`config.mk`:
```
export PLATFORM = sky130hd
export DESIGN_NAME = prio_arbiter_n
export DESIGN_NICKNAME = d
export VERILOG_FILES = /design/src/rtl/prio_arb_pkg.sv /design/src/rtl/prio_pick.sv /design/src/rtl/prio_arbiter_n.sv
export SDC_FILE = /design/constraint.sdc
export NUM_CORES = 1
export LEC_CHECK = 0
export ABC_AREA = 1
export CELL_PAD_IN_SITES_DETAIL_PLACEMENT = 2
export CELL_PAD_IN_SITES_GLOBAL_PLACEMENT = 2
export CORE_ASPECT_RATIO = 1.1
export CORE_MARGIN = 2
export CORE_UTILIZATION = 34
export CTS_CLUSTER_DIAMETER = 60
export DETAILED_ROUTE_END_ITERATION = 10
export PLACE_DENSITY_LB_ADDON = 0.1
export SYNTH_ARGS = -nofsm -noshare
export SYNTH_HDL_FRONTEND = slang
export SYNTH_HIERARCHICAL = 1
export SYNTH_SLANG_ARGS = --single-unit
```
`constraint.sdc`:
```
create_clock -name clk -period 4.6 [get_ports clk]
set_input_delay 1.38 -clock clk [delete_from_list [all_inputs] [get_ports clk]]
set_output_delay 1.38 -clock clk [all_outputs]
set_load 0.03 [all_outputs]
```
`src/rtl/prio_arb_pkg.sv`:
```
// Shared types and constants for the registered N-input priority arbiter.
// Imported by the arbiter top and its combinational winner picker.
package prio_arb_pkg;

  typedef enum logic {
    IDLE  = 1'b0,
    GRANT = 1'b1
  } state_t;

  localparam logic MODE_FIXED = 1'b0;
  localparam logic MODE_RR    = 1'b1;

endpackage

```
`src/rtl/prio_pick.sv`:
```
// Combinational winner selection over req & ~mask: highest index in fixed mode,
// first set index at or above base (wrapping) in round-robin mode.
module prio_pick
  import prio_arb_pkg::*;
#(
  parameter  int N     = 8,
  localparam int IDX_W = $clog2(N)
) (
  input  logic [N-1:0]     req,
  input  logic [N-1:0]     mask,
  input  logic [IDX_W-1:0] base,
  input  logic             mode,
  output logic [IDX_W-1:0] winner,
  output logic             found
);

  logic [N-1:0] cand;
  logic [IDX_W:0] rr_pos;

  for (genvar gi = 0; gi < N; gi++) begin : g_cand
    assign cand[gi] = req[gi] & ~mask[gi];
  end

  assign found = |cand;

  // Both loops let the last match win: ascending for fixed, descending distance for RR.
  always_comb begin
    winner = '0;
    rr_pos = '0;
    if (mode == MODE_FIXED) begin
      for (int i = 0; i < N; i++) begin
        if (cand[i]) winner = IDX_W'(i);
      end
    end else begin
      for (int k = N - 1; k >= 0; k--) begin
        rr_pos = (IDX_W + 1)'(base) + (IDX_W + 1)'(k);
        if (rr_pos >= (IDX_W + 1)'(N)) rr_pos = rr_pos - (IDX_W + 1)'(N);
        if (cand[rr_pos]) winner = rr_pos[IDX_W-1:0];
      end
    end
  end

endmodule

```
`src/rtl/prio_arbiter_n.sv`:
```
// Registered N-input arbiter with fixed/round-robin selection, grant hold with
// optional timeout, and registered group-select / enable-out status.
module prio_arbiter_n
  import prio_arb_pkg::*;
#(
  parameter  int N        = 8,
  parameter  int MAX_HOLD = 16,
  localparam int IDX_W    = $clog2(N)
) (
  input  logic             clk,
  input  logic             rst_n,
  input  logic             en,
  input  logic             mode,
  input  logic [N-1:0]     req,
  output logic [IDX_W-1:0] grant_idx,
  output logic [N-1:0]     grant_onehot,
  output logic             grant_valid,
  output logic             gs,
  output logic             eout
);

  localparam int CNT_W = (MAX_HOLD == 0) ? 1 : $clog2(MAX_HOLD + 1);

  state_t           state_reg, state_next;
  logic [IDX_W-1:0] idx_reg, idx_next;
  logic [IDX_W-1:0] ptr_reg, ptr_next;
  logic [N-1:0]     onehot_reg, onehot_next;
  logic             valid_reg, valid_next;
  logic [CNT_W-1:0] cnt_reg, cnt_next;
  logic             gs_reg, eout_reg;

  logic             any_req, holder_req, cnt_sat, timeout;
  logic [N-1:0]     pick_mask;
  logic [IDX_W-1:0] pick_idx;
  logic             pick_found;
  logic             issue, release_g, hold_inc;
  logic [IDX_W-1:0] issue_idx;
  logic [N-1:0]     issue_onehot;

  assign any_req    = |req;
  assign holder_req = req[idx_reg];
  assign cnt_sat    = (cnt_reg == CNT_W'(MAX_HOLD));
  assign timeout    = (MAX_HOLD != 0) && cnt_sat;
  // Only a timeout re-arbitration excludes the still-requesting holder.
  assign pick_mask  = (state_reg == GRANT && holder_req) ? onehot_reg : '0;

  prio_pick #(.N(N)) u_pick (
    .req    (req),
    .mask   (pick_mask),
    .base   (ptr_reg),
    .mode   (mode),
    .winner (pick_idx),
    .found  (pick_found)
  );

  always_comb begin
    issue     = 1'b0;
    release_g = 1'b0;
    hold_inc  = 1'b0;
    issue_idx = pick_idx;
    case (state_reg)
      IDLE: issue = en && any_req;
      GRANT: begin
        if (!en) begin
          release_g = 1'b1;
        end else if (!holder_req) begin
          if (any_req) issue = 1'b1;
          else         release_g = 1'b1;
        end else if (timeout) begin
          issue = 1'b1;
          if (!pick_found) issue_idx = idx_reg;
        end else begin
          hold_inc = (MAX_HOLD != 0) && !cnt_sat;
        end
      end
      default: release_g = 1'b1;
    endcase
  end

  for (genvar gi = 0; gi < N; gi++) begin : g_dec
    assign issue_onehot[gi] = (issue_idx == IDX_W'(gi));
  end

  always_comb begin
    state_next  = state_reg;
    idx_next    = idx_reg;
    onehot_next = onehot_reg;
    valid_next  = valid_reg;
    cnt_next    = cnt_reg;
    ptr_next    = ptr_reg;
    if (issue) begin
      state_next  = GRANT;
      idx_next    = issue_idx;
      onehot_next = issue_onehot;
      valid_next  = 1'b1;
      cnt_next    = CNT_W'(1);
      if (mode == MODE_RR)
        ptr_next = (issue_idx == IDX_W'(N - 1)) ? '0 : issue_idx + 1'b1;
    end else if (release_g) begin
      state_next  = IDLE;
      idx_next    = '0;
      onehot_next = '0;
      valid_next  = 1'b0;
      cnt_next    = '0;
    end else if (hold_inc) begin
      cnt_next = cnt_reg + 1'b1;
    end
  end

  always_ff @(posedge clk or negedge rst_n) begin
    if (!rst_n) begin
      state_reg  <= IDLE;
      idx_reg    <= '0;
      ptr_reg    <= '0;
      onehot_reg <= '0;
      valid_reg  <= 1'b0;
      cnt_reg    <= '0;
      gs_reg     <= 1'b0;
      eout_reg   <= 1'b0;
    end else begin
      state_reg  <= state_next;
      idx_reg    <= idx_next;
      ptr_reg    <= ptr_next;
      onehot_reg <= onehot_next;
      valid_reg  <= valid_next;
      cnt_reg    <= cnt_next;
      gs_reg     <= en && any_req;
      eout_reg   <= en && !any_req;
    end
  end

  assign grant_idx    = idx_reg;
  assign grant_onehot = onehot_reg;
  assign grant_valid  = valid_reg;
  assign gs           = gs_reg;
  assign eout         = eout_reg;

endmodule

```
# Word-level counts from Yosys, hierarchy flattened
# Cells that the tools add are included.
dict set report word_totals {
  regBits 22
  input_bits 12
  word_cells 156
}
dict set report classes {
  n_addsub 17
  n_lt_le_gt_ge 17
  eq_ne 8
  muxes 79
  bitwise 17
  n_reduce_logical 11
}
# operator n
set op_table {}
lappend op_table {{2-to-1 mux 4 bit} 16}
lappend op_table {{2-to-1 mux 3 bit} 21}
lappend op_table {{< comparator 4 bit (second input constant)} 8}
lappend op_table {{greater-or-equal comparator 4 bit (second input constant)} 7}
lappend op_table {{subtractor 4 bit (second input constant)} 7}
lappend op_table {{binary-select mux 1 bit (select 3 bit)} 9}
lappend op_table {{2-to-1 mux 1 bit} 24}
lappend op_table {{2-to-1 mux 8 bit} 3}
lappend op_table {{adder 3 x 3 -> 4 bit (second input constant)} 4}
lappend op_table {{OR reduction 8 bit} 2}
lappend op_table {{2-to-1 mux 5 bit} 3}
lappend op_table {{== test 3 bit (second input constant)} 4}
lappend op_table {{inverter 1 bit} 9}
lappend op_table {{adder 3 x 2 -> 4 bit (second input constant)} 2}
lappend op_table {{bitwise AND 1 bit} 8}
lappend op_table {{== test 3 x 2 -> 1 bit (second input constant)} 2}
lappend op_table {{adder 5 x 1 -> 5 bit (second input constant)} 1}
lappend op_table {{== test 5 bit (second input constant)} 1}
lappend op_table {{adder 3 x 1 -> 4 bit (second input constant)} 1}
lappend op_table {{greater-or-equal comparator 3 x 4 -> 1 bit (second input constant)} 1}
lappend op_table {{< comparator 3 x 4 -> 1 bit (second input constant)} 1}
lappend op_table {{2-to-1 mux 2 bit} 2}
lappend op_table {{subtractor 3 x 4 -> 4 bit (second input constant)} 1}
lappend op_table {{adder 3 x 1 -> 3 bit (second input constant)} 1}
lappend op_table {{other kinds (8)} 11}

# Logic depth before layout (Yosys ltp)
# Gate-level depths: netlist of run 1.
dict set report depth {
  ltp_word 24
  mapped_depth 32
  ltp_nobuf 32
}

# By module
# Netlist of run 1, hierarchy kept.
# module instances cells_per_inst area_per_inst_um2 seq_area_each_um2
set by_module_without_submodules {}
lappend by_module_without_submodules {prio_arbiter_n 1 192 1486.4 550.5}
lappend by_module_without_submodules {prio_pick 1 177 929.6 0.0}

# Least setup slack after synthesis of run 1
# No wires, ideal clock.
dict set report synth_path {
  kind {input to register}
  from {input req[7]}
  to {register ptr_reg[2]}
  setup_ns 0.117
  t_arrival_ns 3.773
  required_time_ns 4.483
  slack_ns 0.710
  stages 31
  path_cell_list {inv_1 -> nand2_1 -> nand3_2 -> nand2_1 -> nand2_1 -> nand2_1 -> nand2_1 -> nor2_1 -> nor2_1 -> nand2_1 -> nand3_1 -> nand3_1 -> nand2_1 -> nand2_1 -> nand2_1 -> nand2_1 -> nand2_1 -> nand2_1 -> nand2_1 -> nand2_1 -> nand2_1 -> nand2_1 -> nand2_1 -> inv_1 -> nand2_1 -> nand2_2 -> inv_2 -> ha_1 -> ha_1 -> nand3_1 -> nand2_1}
}
dict set report synth_via {
  elab_chain_cells 24
  elab_cells_between_ends 68
  cone_classes {add/sub (1); eq/ne (1); mux (45); bitwise (16); reduce/logical (5)}
}
# element line_no
set synth_rtl {}
lappend synth_rtl {{from (decl)} prio_arbiter_n.sv:14} ;# input logic [N-1:0] req,
lappend synth_rtl {{binary-select mux 1 bit (select 3 bit) (*)} prio_arbiter_n.sv:41} ;# assign holder_req = req[idx_reg];
lappend synth_rtl {{2-to-1 mux 1 bit (implied by the code) (*)} prio_arbiter_n.sv:41}
lappend synth_rtl {{logical AND 1 bit (*)} prio_arbiter_n.sv:45} ;# assign pick_mask = (state_reg == GRANT && holder_req) ? onehot_reg : '0;
lappend synth_rtl {{2-to-1 mux 8 bit (*)} prio_arbiter_n.sv:45}
lappend synth_rtl {{named net pick_mask[5]} prio_arbiter_n.sv:33} ;# logic [N-1:0] pick_mask;
lappend synth_rtl {{inverter 1 bit (*)} prio_pick.sv:21} ;# assign cand[gi] = req[gi] & ~mask[gi];
lappend synth_rtl {{bitwise AND 1 bit (*)} prio_pick.sv:21}
lappend synth_rtl {{binary-select mux 1 bit (select 3 bit)} prio_pick.sv:38} ;# if (cand[rr_pos]) winner = rr_pos[IDX_W-1:0];
lappend synth_rtl {{[... 10 more ...]} -}
lappend synth_rtl {{named net pick_idx[0]} prio_arbiter_n.sv:34} ;# logic [IDX_W-1:0] pick_idx;
lappend synth_rtl {{2-to-1 mux 3 bit} prio_arbiter_n.sv:71} ;# if (!pick_found) issue_idx = idx_reg;
lappend synth_rtl {{2-to-1 mux 3 bit} prio_arbiter_n.sv:69} ;# end else if (timeout) begin
lappend synth_rtl {{2-to-1 mux 3 bit} prio_arbiter_n.sv:66} ;# end else if (!holder_req) begin
lappend synth_rtl {{2-to-1 mux 3 bit} prio_arbiter_n.sv:64} ;# if (!en) begin
lappend synth_rtl {{2-to-1 mux 3 bit (*)} prio_arbiter_n.sv:61} ;# case (state_reg)
lappend synth_rtl {{adder 3 x 1 -> 3 bit / == test 3 bit (equally long branches)} prio_arbiter_n.sv:98} ;# ptr_next = (issue_idx == IDX_W'(N - 1)) ? '0 : issue_idx + 1'b1;
lappend synth_rtl {{2-to-1 mux 3 bit (*)} prio_arbiter_n.sv:98}
lappend synth_rtl {{to (signal assigned)} prio_arbiter_n.sv:123} ;# ptr_reg <= ptr_next;
lappend synth_rtl {{to (decl)} prio_arbiter_n.sv:26} ;# logic [IDX_W-1:0] ptr_reg, ptr_next;
# Mark *: on every way through the listed nets, which the timed path passes. The rest lies on a longest branch. The select of a mux whose other input is x is not followed.
# A chain may end at the register's enable or synchronous reset.

# Worst setup path after layout of run 1
dict set report layout_path {
  from {input req[5]}
  to {register ptr_reg[2]}
}
# Same word-level chain as after synthesis.

==> impl_metrics.tcl, run 1 <==
set metrics [dict create \
    cp.required_ns 4.76 \
    yosysMostFrequentCell "nand2_1" \
    fillCellCount 821 \
    final_nets 450 \
    synthToLayoutAreaGrowth_pct 36.0 \
    drtAntennaViolNets 0 \
    power_uw 2400 \
    synth_top_family_by_area "simple AND/OR/NAND/NOR gates" \
    cp_max_fo 8 \
    critPathArrivalTime_ns 4.66 \
    irDropWorstVdd_v 0.000330 \
    cts_made_buffers 3 \
    avgSynthCellArea_um2 6.55 \
    syn_inst 369 \
    drtIter0Drc 104 \
    cp_num_buf_inv 5 \
    postCtsHoldBufs 0 \
    yosys_warnings 6 \
    min_path_type "reg2reg" \
    hold_violations 0 \
    gp_congestion 0.831 \
    dp_hpwl_um 7550 \
    clk_latency_ns 0.27 \
    synth_top_cell_area_share 0.228 \
    io_buffers 25 \
    largest_reg_flops 8 \
    synth_nets 390 \
    grt.overflow.total 0 \
    clock_path_buffers 2 \
    tightest_slew_ns 1.02 \
    endpoint_kind "register" \
    synth_fa_ha_area_frac 0.0466 \
    fin_util 0.472 \
    cts_tree "built" \
    dieHeight_um 92.4 \
    critical_path_class "in2reg" \
    routed_wl_um 10500 \
    crit_path_top_delay_cell "clkdlybuf4s50_1" \
    ys_seq_elements 22 \
    yosys.area.top_type "dfrtp_1" \
    cellPowerDensity_nw_per_um2 731 \
    wire_per_inst_um 20.5 \
    pin_count 26 \
    design_area_um2 3290 \
    cts_htree_levels 1 \
    vias 2683 \
    ys.flop_type "dfrtp_1" \
    critPathMaxStageDelay_ns 0.49 \
    synth_area_leaders "dfrtp_1 23%, nand2_1 16%, nand3_1 12%, inv_1 9.8%, nand3_2 7.0%" \
    vias_per_cell 5.24 \
    max-cap-violations 0 \
    die_area_um2 7800 \
    max_clock_freq_mhz 222 \
    synth-simple-area-share 0.504 \
    antenna_found_initial 0 \
    syn-cell-area_um2 2420 \
    synth_mux_area_frac 0 \
    async_reset_ff_frac 1.00 \
    placed_area_um2 2950 \
    fp.coreArea_um2 6970 \
    timing.final.crit_share 0.978 \
    clock-root-buffer "clkbuf_8" \
    drt-pass1-iter-count 4 \
    path_clk_slew_ns 0.08 \
    outcome "complete, no violations" \
    initial_utilization 0.347 \
    finalSetupViolCount 0 \
    max-slew-margin-rel 0.315 \
    drc 0 \
    synth_compound_area_frac 0.0466 \
    crit_family "simple AND/OR/NAND/NOR gates" \
    gr-usage-all-layers 0.241 \
    cts_sinks 22 \
    grt_pass1_wl_um 14900 \
    die_x_um 84.4 \
    synth_xor_area_frac 0.0280 \
    finalClockSkew_ns 0.00555 \
    synth-edff-count 0 \
    std_cell_rows 32 \
    ys_seq_area_frac 0.228 \
    start_kind "input pin" \
    p_leak_uw 0.00177 \
    grt_max_degree 23 \
    ys_top_cells_by_count "100 x nand2_1, 63 x inv_1, 59 x nand3_1" \
    drive_gt1_frac 0.335 \
    fin_crit_ns 4.50 \
    drv_slew 0 \
    synth_cell_type_count 26 \
    diodes 0 \
    grt_pass1_vias 2888 \
    path_common_cell "nand2_1" \
]
## cell type report
cell class              instances  area [µm²]  area share
clock buffers                   3        41.3      0.0126
inverters                      72         273      0.0830
multi-input cells             267        1770       0.539
flip-flops and latches         22         551       0.168
well taps                      85         106      0.0324
repair buffers                 63         543       0.165
## report_power, final
part	switching [µW]	internal, µW	total [µW]
logic	1240	695	1940
clock network	63.5	58.6	122
registers	94.8	244	339
total	1400	998	2400
## path summary, 6_finish.rpt
kind	cells past startpoint	end	slack (ns)	start
max	32	ptr_reg[2]	0.10	req[5]
min	2	grant_onehot[1]	0.54	grant_onehot[1]
max reg2reg	21	ptr_reg[2]	1.00	ptr_reg[1]
min reg2reg	2	grant_onehot[1]	0.54	grant_onehot[1]
max in group asynchronous	1	grant_idx[0]	2.31	rst_n
min in group asynchronous	1	grant_onehot[5]	1.67	rst_n
## placed cells by master (no fill, tap or decap), types with 2 or more instances in the layout
| cell | n |
|---|---|
| nand3_1 | 38 |
| o21ai_1 | 2 |
| nor2_1 | 13 |
| a21oi_1 | 6 |
| buf_4 | 38 |
| inv_2 | 12 |
| clkbuf_8 | 3 |
| dlymetal6s2s_1 | 3 |
| clkdlybuf4s50_1 | 22 |
| xor2_1 | 4 |
| o21ai_0 | 10 |
| nand3_4 | 9 |
| nand2_2 | 18 |
| nor2_4 | 8 |
| nand2_1 | 90 |
| xnor2_2 | 2 |
| nor2_2 | 6 |
| inv_1 | 59 |
| nand3_2 | 34 |
| nand2_4 | 4 |
| nand4_1 | 7 |
| ha_1 | 8 |
| dfrtp_1 | 22 |
## worst min-delay path, delay by kind of cell, from the launching register on
kind	cells	cell delay, ns
DFF	1	0.37
and+or+nand+nor	2	0.15
## metal layers
metal,part of all wire,global-route usage
met3,0.016,0.0160
met1,0.41,0.285
met4,0.027,0.0556
met5,0,0
met2,0.54,0.470
## repair_timing
item | CTS | global route
buffers inserted | 0 | 3
resized for setup | 3 | 65
endpoints found under the setup margin | 1 | 10
pin swaps | 0 | 15
## stage by stage
stage               std cells  setup WS (ns)  setup TNS (ns)  hold slack [ns]
detailed placement        506         -0.324           -1.94            0.529
global placement          506        -0.0693         -0.0856            0.520
finish                    512          0.102               0            0.545
floorplan                 369          0.710               0            0.450
CTS                       509         0.0196               0            0.554
global route              512         -0.193          -0.651            0.585
## cell families after synthesis
group / Yosys count
simple gates: 231
buf+inv: 80
flops: 22
compound gates: 21
fa+ha+maj: 9
xor+xnor: 6
Note: power is estimated with default switching activity, not from simulation.
==> run 2: changes to the inputs <==
- CORE_UTILIZATION: 34 -> 35
- DONT_BUFFER_PORTS: not set -> 1
==> run 2 against run 1 <==
  * Total power fell by 24%
  * Combinational power shrank 35%
  * Count of clock-buffer cells in the layout is 1 higher
  * Sequential share of layout area increased by 5.3 points
  * Final cell count shrank 13%
  * Die area decreased by 2.7%
  * Worst hold slack better by 0.074 ns
  * Sequential power increased by 23%
  * Critical path depth decreased by 10
  * Non-clock buffer count down 63
  * Largest power group unchanged
  * First-iteration DRC count shrank 65%
  * Flip-flop and latch count unchanged
  * Highest routed layer unchanged
==> impl_metrics.tcl, run 2 (synthesis results as in run 1) <==
set metrics [dict create \
    wire_per_inst_um 16.9 \
    cp.required_ns 4.76 \
    final_common_cell "nand2_1" \
    cp_max_fo 8 \
    max_clock_freq_mhz 243 \
    swShare 0.598 \
    endpoint_kind "register" \
    power_frac_comb 0.695 \
    cts_tree "built" \
    critical_path_class "in2reg" \
    cellPowerDensity_nw_per_um2 730 \
    grt_max_degree 23 \
    finalSetupViolCount 0 \
    clock_path_buffers 2 \
    hold_violations 0 \
    synthToLayoutAreaGrowth_pct 3.47 \
    dp.cells 443 \
    final_cell_mix "99 x nand2_1, 63 x inv_1, 59 x nand3_1" \
    cts_sinks 22 \
    diodes 0 \
    path_clk_slew_ns 0.08 \
    rrSetupSlack_ns 0.84 \
    max-slew-margin-rel 0.597 \
    initial_utilization 0.364 \
    irDropWorstVdd_v 0.000270 \
    die_area_um2 7580 \
    fin_crit_ns 4.11 \
    layout_setup_ws_ns 0.492 \
    clockPowerShare 0.077 \
    cts_made_buffers 3 \
    drtIter0Drc 36 \
    grt_pass1_vias 2565 \
    fp.coreArea_um2 6630 \
    outcome "complete, no violations" \
    dp_hpwl_um 6600 \
    clock-root-buffer "clkbuf_8" \
    cts_htree_levels 1 \
    drv_slew 0 \
    timing.final.crit_share 0.893 \
    std_cell_rows 31 \
    final.setup.tns_ns 0 \
    crit_family "simple AND/OR/NAND/NOR gates" \
    p_leak_uw 0.00142 \
    vias_per_cell 5.14 \
    routed_wl_um 7550 \
    worstPathCellList "inv_1 > nand2_1 > nand3_2 > nand2_1 > nand2_1 > nand2_1 > nand2_2 > nor2_1 > inv_1 > nand2_1 > o21ai_0 > nor2_1 > nand4_1 > or2_4 > nor2_8 > nand4_1 > nand2_2 > inv_2 > ha_1 > ha_1 > nand3_1 > nand2_1" \
    fin_util 0.377 \
    cp_num_buf_inv 3 \
    final_nets 387 \
    power_uw 1830 \
    intPower_uw 735 \
    start_kind "input pin" \
    grt_setup_unrepaired "false" \
    power_switching_uw 1090 \
    critPathMaxStageDelay_ns 0.31 \
    io_buffers 0 \
    grt_pass1_wl_um 12800 \
    grt.overflow.total 0 \
    drive_gt1_frac 0.167 \
    path_common_cell "nand2_1" \
    vias 2298 \
    crit_path_top_delay_cell "or2_4" \
    preCtsSetupSlack_ns 0.0524 \
    clk_latency_ns 0.27 \
    gp_congestion 0.790 \
    drtAntennaViolNets 0 \
    max-cap-violations 0 \
    pwr-share-seq 0.228 \
    gr-usage-all-layers 0.209 \
    die_x_um 83.2 \
    pin_count 26 \
    critPathArrivalTime_ns 4.27 \
    drc 0 \
    largest_reg_flops 8 \
    stdcell_count 447 \
    tightest_slew_ns 0.605 \
    finalClockSkew_ns 0.00272 \
    dieHeight_um 91.1 \
    min_path_type "reg2reg" \
    antenna_found_initial 0 \
    drt-pass1-iter-count 4 \
]
[run 2: timing repair]
item | 4_1_cts | 5_1_grt
endpoints found under the setup margin | 0 | 1
hold buffers | 0 | 0
buffers inserted | 0 | 0
resized for setup | 0 | 3
[run 2: final timing paths]
kind / from / end / depth (start not counted)
setup reg to reg: grant_idx[0] / ptr_reg[2] / 22
max in group asynchronous: rst_n / ptr_reg[2] / 0
hold / removal: cnt_reg[1] / cnt_reg[1] / 2
hold reg to reg: cnt_reg[1] / cnt_reg[1] / 2
min in group asynchronous: rst_n / grant_idx[2] / 0
setup / recovery: req[7] / ptr_reg[2] / 22
[run 2: tightest hold or removal path, stage by stage (launching register included)]
cell and delay, ns:
dfrtp_1 0.41, inv_1 0.08, o21ai_0 0.09
[run 2: area by class of cell]
cell class / count / area [µm²]
Inverter: 72 / 273
Fill cell: 858 / 4130
Tap cell: 82 / 103
Sequential cell: 22 / 551
Multi-Input combinational cell: 267 / 1520
Clock buffer: 4 / 55.1
[run 2: routing by layer]
layer | share of wire | up-vias | track usage
li1 | - | 1152 | -
met1 | 0.41 | 1124 | 0.231
met2 | 0.56 | 15 | 0.423
met3 | 0.0098 | 7 | 0.0127
met4 | 0.014 | 0 | 0.0574
met5 | 0 | - | 0
[run 2: per-stage QoR]
step / hold slack (ns) / instance area (µm²)
floorplan: 0.450 / 2420
global placement: 0.587 / 2440
detailed placement: 0.607 / 2440
CTS: 0.620 / 2490
global route: 0.667 / 2500
finish: 0.619 / 2500
[run 2: power groups by stage]
stage	Combinational, µW	Sequential, µW	Clock [µW]
3_3_place_gp	1240	422	0
5_1_grt	1470	429	151
2_1_floorplan	1060	366	0
4_1_cts	1300	419	144
6_report	1270	416	141
3_5_place_dp	1290	423	0
